==> config.mk <==
export PLATFORM = sky130hd
export DESIGN_NAME = imu_spi_reader
export DESIGN_NICKNAME = d
export VERILOG_FILES = /design/src/rtl/imu_spi_reader.sv
export SDC_FILE = /design/constraint.sdc
export NUM_CORES = 1
export LEC_CHECK = 0
export BUFFER_PORTS_ARGS = -buffer_cell sky130_fd_sc_hd__buf_2
export CORE_ASPECT_RATIO = 1.5
export CORE_MARGIN = 1
export CORE_UTILIZATION = 25
export CTS_CLUSTER_DIAMETER = 100
export DETAILED_ROUTE_END_ITERATION = 8
export PLACE_DENSITY_LB_ADDON = 0.15
export SETUP_SLACK_MARGIN = 0.2
export SLEW_MARGIN = 0
export SYNTH_ARGS = -nofsm -noshare
export SYNTH_HDL_FRONTEND = slang
export SYNTH_SLANG_ARGS = --single-unit
export TNS_END_PERCENT = 20
==> constraint.sdc <==
create_clock -name clk -period 1.95 [get_ports clk]
set_input_delay 0.195 -clock clk [delete_from_list [all_inputs] [get_ports clk]]
set_output_delay 0.195 -clock clk [all_outputs]
set_load 0.1 [all_outputs]
==> src/rtl/imu_spi_reader.sv <==
// SPI master that reads accelerometer, gyro and magnetometer X/Y/Z words in turn
// on each accepted sample_tick and streams them out as nine id-tagged 16-bit samples.
module imu_spi_reader #(
  parameter int unsigned CLK_DIV = 4
) (
  input  logic        clk,
  input  logic        n_rst,
  input  logic        configured,
  input  logic        sample_tick,
  input  logic [7:0]  acc_add,
  input  logic [7:0]  gyro_add,
  input  logic [7:0]  mag_add,
  input  logic        sensor_miso,
  output logic        sensor_sclk,
  output logic        sensor_mosi,
  output logic [2:0]  sensor_ss_n,
  output logic [15:0] sample_data,
  output logic [3:0]  sample_id,
  output logic        sample_valid,
  output logic        frame_done,
  output logic        busy,
  output logic        overrun
);

  if (CLK_DIV < 1 || CLK_DIV > 255) begin : g_bad_div
    $error("imu_spi_reader: CLK_DIV out of range 1..255");
  end

  typedef enum logic [1:0] {
    S_IDLE,
    S_SETUP,
    S_SHIFT,
    S_GAP
  } state_t;

  localparam logic [7:0] DIV_LAST  = 8'(CLK_DIV - 1);
  localparam logic [5:0] BIT_LAST  = 6'd55;
  localparam logic [5:0] CMD_BITS  = 6'd8;
  localparam logic [1:0] SENS_ACC  = 2'd0;
  localparam logic [1:0] SENS_GYRO = 2'd1;
  localparam logic [1:0] SENS_MAG  = 2'd2;

  state_t      r_state;
  state_t      w_next;

  logic [7:0]  r_div;
  logic [5:0]  r_bit;
  logic        r_phase;
  logic [1:0]  r_sensor;
  logic [7:0]  r_acc_add;
  logic [7:0]  r_gyro_add;
  logic [7:0]  r_mag_add;
  logic [14:0] r_shift;
  logic [15:0] r_sample_data;
  logic [3:0]  r_sample_id;
  logic        r_sample_valid;
  logic        r_frame_done;
  logic        r_overrun;

  logic        w_start;
  logic        w_div_last;
  logic        w_bit_end;
  logic        w_word_end;
  logic [1:0]  w_axis;
  logic [7:0]  w_cmd;
  logic [2:0]  w_sel_n;

  assign w_start    = sample_tick && configured;
  assign w_div_last = (r_div == DIV_LAST);
  assign w_bit_end  = w_div_last && r_phase;

  always_comb begin
    w_cmd = r_mag_add;
    case (r_sensor)
      SENS_ACC:  w_cmd = r_acc_add;
      SENS_GYRO: w_cmd = r_gyro_add;
      default:   w_cmd = r_mag_add;
    endcase
  end

  // Read bits 8..23 are X, 24..39 Y, 40..55 Z; a word completes on its last bit.
  always_comb begin
    w_word_end = 1'b0;
    w_axis     = 2'd0;
    case (r_bit)
      6'd23: begin w_word_end = 1'b1; w_axis = 2'd0; end
      6'd39: begin w_word_end = 1'b1; w_axis = 2'd1; end
      6'd55: begin w_word_end = 1'b1; w_axis = 2'd2; end
      default: begin w_word_end = 1'b0; w_axis = 2'd0; end
    endcase
  end

  always_ff @(posedge clk or negedge n_rst) begin
    if (!n_rst) begin
      r_state <= S_IDLE;
    end else begin
      r_state <= w_next;
    end
  end

  always_comb begin
    w_next = r_state;
    case (r_state)
      S_IDLE: begin
        if (w_start) w_next = S_SETUP;
      end
      S_SETUP: begin
        if (w_div_last) w_next = S_SHIFT;
      end
      S_SHIFT: begin
        if (w_bit_end && (r_bit == BIT_LAST)) w_next = S_GAP;
      end
      S_GAP: begin
        if (w_div_last) w_next = (r_sensor == SENS_MAG) ? S_IDLE : S_SETUP;
      end
      default: w_next = S_IDLE;
    endcase
  end

  always_ff @(posedge clk or negedge n_rst) begin
    if (!n_rst) begin
      r_div          <= '0;
      r_bit          <= '0;
      r_phase        <= 1'b0;
      r_sensor       <= SENS_ACC;
      r_acc_add      <= '0;
      r_gyro_add     <= '0;
      r_mag_add      <= '0;
      r_shift        <= '0;
      r_sample_data  <= '0;
      r_sample_id    <= '0;
      r_sample_valid <= 1'b0;
      r_frame_done   <= 1'b0;
      r_overrun      <= 1'b0;
    end else begin
      r_sample_valid <= 1'b0;
      r_frame_done   <= 1'b0;
      r_overrun      <= sample_tick && (r_state != S_IDLE);
      case (r_state)
        S_IDLE: begin
          r_div   <= '0;
          r_bit   <= '0;
          r_phase <= 1'b0;
          if (w_start) begin
            r_acc_add  <= acc_add;
            r_gyro_add <= gyro_add;
            r_mag_add  <= mag_add;
            r_sensor   <= SENS_ACC;
          end
        end
        S_SETUP: begin
          r_div <= w_div_last ? '0 : r_div + 8'd1;
        end
        S_SHIFT: begin
          if (w_div_last) begin
            r_div <= '0;
            if (r_phase) begin
              r_phase <= 1'b0;
              r_bit   <= (r_bit == BIT_LAST) ? '0 : r_bit + 6'd1;
              if (r_bit >= CMD_BITS) begin
                r_shift <= {r_shift[13:0], sensor_miso};
                if (w_word_end) begin
                  r_sample_valid <= 1'b1;
                  r_sample_data  <= {r_shift, sensor_miso};
                  r_sample_id    <= ({2'b00, r_sensor} * 4'd3) + {2'b00, w_axis};
                end
              end
            end else begin
              r_phase <= 1'b1;
            end
          end else begin
            r_div <= r_div + 8'd1;
          end
        end
        S_GAP: begin
          if (w_div_last) begin
            r_div <= '0;
            if (r_sensor == SENS_MAG) begin
              r_frame_done <= 1'b1;
            end else begin
              r_sensor <= r_sensor + 2'd1;
            end
          end else begin
            r_div <= r_div + 8'd1;
          end
        end
        default: begin
          r_div   <= '0;
          r_bit   <= '0;
          r_phase <= 1'b0;
        end
      endcase
    end
  end

  assign w_sel_n = ~(3'b001 << r_sensor);

  always_comb begin
    busy        = (r_state != S_IDLE);
    sensor_ss_n = '1;
    sensor_mosi = 1'b0;
    case (r_state)
      S_SETUP: begin
        sensor_ss_n = w_sel_n;
        sensor_mosi = w_cmd[7];
      end
      S_SHIFT: begin
        sensor_ss_n = w_sel_n;
        sensor_mosi = (r_bit < CMD_BITS) ? w_cmd[~r_bit[2:0]] : 1'b0;
      end
      default: begin
        sensor_ss_n = '1;
        sensor_mosi = 1'b0;
      end
    endcase
  end

  assign sensor_sclk  = r_phase;
  assign sample_data  = r_sample_data;
  assign sample_id    = r_sample_id;
  assign sample_valid = r_sample_valid;
  assign frame_done   = r_frame_done;
  assign overrun      = r_overrun;

endmodule

* Word level (Yosys, flattened, before mapping)
Index checks and enable logic that the tools add are counted.
** Storage, ports and cells
- Flip-flop bits (word level) :: 81
- Bits in latches :: 0
- Memory bits (writable) :: 0
- Memory bits (read-only) :: 0
- Bits of input ports :: 29
- Output and inout bits :: 29
- Logic and storage cells :: 95
- Memories :: 0
** Cells by class
- $add $sub $neg :: 4
- Multipliers :: 1
- Div/mod/pow operators :: 0
- Order comparisons :: 3
- Eq/ne operators :: 16
- Shift operators :: 1
- Multiplexer cells :: 35
- Bitwise gates (word level) :: 2
- Reduce and logical (&&, ||, !) cells :: 19
** Operators with widths (count)
- one-hot mux 8 bit (2 select lines) :: 2
- 2-to-1 mux 6 bit :: 3
- 2-to-1 mux 1 bit :: 14
- 2-to-1 mux 2 bit :: 7
- inequality test 2 bit, second input constant :: 7
- equality test 6 bit, second input constant :: 2
- one-hot mux 6 bit (2 select lines) :: 1
- AND reduction 4 bit :: 3
- adder 8 x 1 -> 8 bit, second input constant :: 1
- equality test 8 x 2 -> 1 bit, second input constant :: 1
- 2-to-1 mux 8 bit :: 1
- one-hot mux 2 bit (2 select lines) :: 2
- one-hot mux 2 bit (4 select lines) :: 1
- adder 6 x 1 -> 6 bit, second input constant :: 1
- equality test 2 bit, second input constant :: 3
- equality test 6 x 5 -> 1 bit, second input constant :: 1
- greater-or-equal comparator 6 x 4 -> 1 bit, second input constant :: 1
- less-than comparator 6 x 4 -> 1 bit, second input constant :: 1
- NOT 3 bit :: 2
- nonzero test 2 bit :: 3
- OR reduction 3 bit :: 2
- AND reduction 5 bit :: 1
- adder 4 x 2 -> 4 bit :: 1
- equality test 2 x 1 -> 1 bit, second input constant :: 2
- other kinds (12) :: 18

* Longest topological paths before layout
- Word-level depth :: 8
- Depth in mapped cells :: 8
- Gate-level depth less buffers :: 8

* Worst setup path before layout
OpenSTA, ideal clock, no wires.
- Path kind :: register -> output
- Start :: register r_sensor[0]
- End :: output sensor_mosi
- Arrival :: 4098 ps
- Data required time :: 1755 ps
- Setup slack :: -2343 ps
- Cell stages (with the launch flop) :: 9
- Buffers on the path :: 1
- Cell sequence :: dfrtp_1 -> inv_1 -> ha_1 -> buf_2 -> nor2_4 -> a21o_1 -> nor3_1 -> or4_1 -> a221oi_1
** On the way
- Cells in the longest elaborated chain, start to end :: 6
- Elaborated cells between the ends (all ways) :: 7
- Those cells by class :: eq/ne (1); mux (5); reduce/logical (1)
** RTL lines
- start: declaration :: line 49 : logic [1:0] r_sensor;
- start signal: assignment :: line 181 : r_sensor <= r_sensor + 2'd1;
- equality test 2 x 1 -> 1 bit / zero test 2 bit (equally long branches) :: line 74 : case (r_sensor)
- one-hot mux 8 bit (2 select lines) (*) :: line 74
- binary-select mux 1 bit (select 3 bit) :: line 209 : sensor_mosi = (r_bit < CMD_BITS) ? w_cmd[~r_bit[2:0]] : 1'b0;
- 2-to-1 mux 1 bit (implied by the code) :: line 209
- 2-to-1 mux 1 bit :: line 209
- one-hot mux 1 bit (2 select lines) (*) :: line 202 : case (r_state)
- end: declaration :: line 15 : output logic sensor_mosi,
Mark *: on every way between the ends. The rest lies on a longest branch, timed or not. The select of a mux whose other input is x is not followed.

* Worst setup path in the final report
- Start :: register r_sensor[1]
- End :: output sensor_mosi
Same word-level chain as after synthesis.

==> flow_summary.json <==
{
  "drv_slew": 0,
  "slew_headroom_pct": 66.8,
  "grt_max_degree": 46,
  "period_minus_slack_ps": 2580,
  "cts_num_sinks": 81,
  "gp_congestion": 0.744,
  "synth_edf_count": 0,
  "clk_latency_ps": 340,
  "netlist_area_um2": 3750,
  "synth_common_cells": "dfrtp_1 (81), mux2_2 (57), nand2_1 (19), nor2_1 (19)",
  "cts_buffer_depth": 2,
  "powerDensity_nw_per_um2": 661,
  "areaGrowthSynthToFinish_pct": 37.6,
  "initialDrtViolationCount": 98,
  "synth.distinct_cells": 47,
  "die_w_um": 102,
  "gr-total-overflow": 0,
  "track_usage_pct": 11.7,
  "finalInstanceArea_um2": 5170,
  "period_share_pct": 132,
  "synth.most_common_cell": "dfrtp_1",
  "hold_viol_final": 0,
  "synth-main-ff-cell": "dfrtp_1",
  "critical_path_class": "reg2out",
  "grt_use_met1_pct": 13.5,
  "cap_violations": 0,
  "grt_util_met3_pct": 3.08,
  "grt_pass1_vias": 2770,
  "synth_area_leader_cell": "dfrtp_1",
  "grt_busiest_layer": "met2",
  "diodes": 0,
  "violations": "setup timing",
  "drc_errors": 0,
  "fp.dieArea_um2": 15500,
  "crit_path_start_kind": "flip-flop",
  "cts_max_level": 3,
  "async_flop_share_pct": 100,
  "via_per_inst": 4.42,
  "timing.setup.tns_ps": -758,
  "yosysWarnings": 0,
  "start_util_pct": 25.7,
  "worstMarginPinSlew_ps": 501,
  "cts_tree": "built",
  "peakVddDrop_v": 0.000348,
  "hold_class": "in2reg",
  "fin_util_pct": 35.4,
  "endpoint_kind": "output pin",
  "core_um2": 14600,
  "portBuffers": 57,
  "status": "complete, but fails checks",
  "ys_seq_elements": 81,
  "timing.fmax_mhz": 388,
  "yosysSeqAreaShare_pct": 54.0,
  "root_buffer": "clkbuf_16",
  "drt-total-wl_um": 8420,
  "syn_avg_cell_area_um2": 12.4,
  "final-instance-count-excl-fill": 601,
  "dpl.cell_count": 578,
  "crit_family": "simple AND/OR/NAND/NOR gates",
  "dpl.hpwl_um": 6090,
  "synth_top_area_share_pct": 54.0,
  "power_mw": 3.42,
  "fin_ws_ps": -629,
  "syn-num-nets": 346,
  "path_clk_slew_ps": 70,
  "synth_cells": 303,
  "antenna_found_initial": 0,
  "ys_top_cells_by_area": "dfrtp_1 (54%), mux2_2 (17%), ha_1 (4.0%), nand2_1 (1.9%), nor2_1 (1.9%)",
  "final_layout_size_suffix_gt1_share_pct": 53.3,
  "first_pass_iters": 5,
  "crit_buf_inv": 2,
  "path_max_fanout": 8,
  "ant_nets": 0,
  "setup_violations": 2,
  "place_area_um2": 4630,
  "skew_ps": 7.64,
  "critPathSlowestCell": "or4_4",
  "rows": 54,
  "arrival_ps": 2380,
  "crit_required_ps": 1750,
  "grt_pass1_wl_um": 14100,
  "io_pins": 58,
  "via_count": 2659,
  "grt_use_met2_pct": 20.3,
  "final_nets": 443,
  "routedWlPerCell_um": 14.0,
  "rsz0062_at_grt": "yes",
  "die_h_um": 152,
  "p_leak_nw": 2.55,
  "slowest_delay_ps": 540,
  "worstPathCellList": "inv_2 -> ha_4 -> nor2_4 -> a221oi_1 -> or4_4 -> a221oi_4 -> buf_12",
  "cts_buffers": 9
}
## sequential cells by signal, summed over array words and instances, names as in the netlist, 4 cells and up
signal       flops
r_gyro_add       8
r_shift         15
r_mag_add        8
r_bit            6
sample_data     16
r_div            8
sample_id        4
r_acc_add        8
## per-layer routing
metal | wire length, um | part of all wire, %
met5 | 0 | 0
met1 | 3470 | 41
met2 | 4440 | 53
met4 | 171 | 2.0
met3 | 341 | 4.0
## worst paths after layout
| path | endpoint | cells after the start | slack, ps | from |
|---|---|---|---|---|
| max | sensor_mosi | 7 | -630 | r_sensor[1] |
| min | r_gyro_add[4] | 2 | 80 | gyro_add[4] |
| max reg2reg | sample_id[2] | 8 | -130 | r_bit[1] |
| min reg2reg | sample_id[3] | 2 | 500 | sample_id[3] |
| max in group asynchronous | sensor_sclk | 3 | 1020 | n_rst |
| min in group asynchronous | r_shift[5] | 2 | 340 | n_rst |
## kinds of logic after synthesis
group           after synthesis  synth area share (%)
compound gates               45                  8.50
xor+xnor                      7                  1.63
fa+ha+maj                    14                  5.06
buf+inv                      26                  3.07
flops                        81                  54.0
mux                          58                  17.4
simple gates                 72                  10.4
## cell usage in the layout (no fill, tap or decap), drive strengths merged, types with 4 or more instances in the layout
cell	synthesis	routed
nand2	20	20
ha	12	12
clkbuf	7	10
inv	12	14
dfrtp	81	81
xnor2	4	4
a22o	8	8
o21ai	10	10
nor2	20	20
mux2	57	57
nand3	9	9
buf	7	99
a21oi	7	7
a22oi	5	5
and3	5	5
## final cells by class
cell class	instances	area [um2]
clock inverters	6	50.0
repair buffers	100	722
inverters	12	48.8
fillers	1496	9430
multi-input cells	196	1830
flip-flops and latches	81	2030
clock buffers	10	239
well taps	196	245
## report_power, final
group / switching [mW] / internal (mW)
sequential: 0.00129 / 1.68
clock: 0.726 / 0.915
combinational: 0.0600 / 0.0309
## metrics by stage
stage               hold slack (ps)  worst slack (ps)
detailed placement              162              -402
finish                         79.7              -629
floorplan                      -101              -696
CTS                            68.5              -654
global placement                164              -371
global route                   72.7              -749
## what timing repair did
item                                    4_1_cts  5_1_grt
buffers inserted                              4        2
resized for setup                            33       22
endpoints found under the setup margin       48       57
pin swaps                                    15       17
endpoints found under the hold margin        28        0
hold buffers                                  1        0
gates cloned                                  0        0
(Power assumes the default switching activity.)
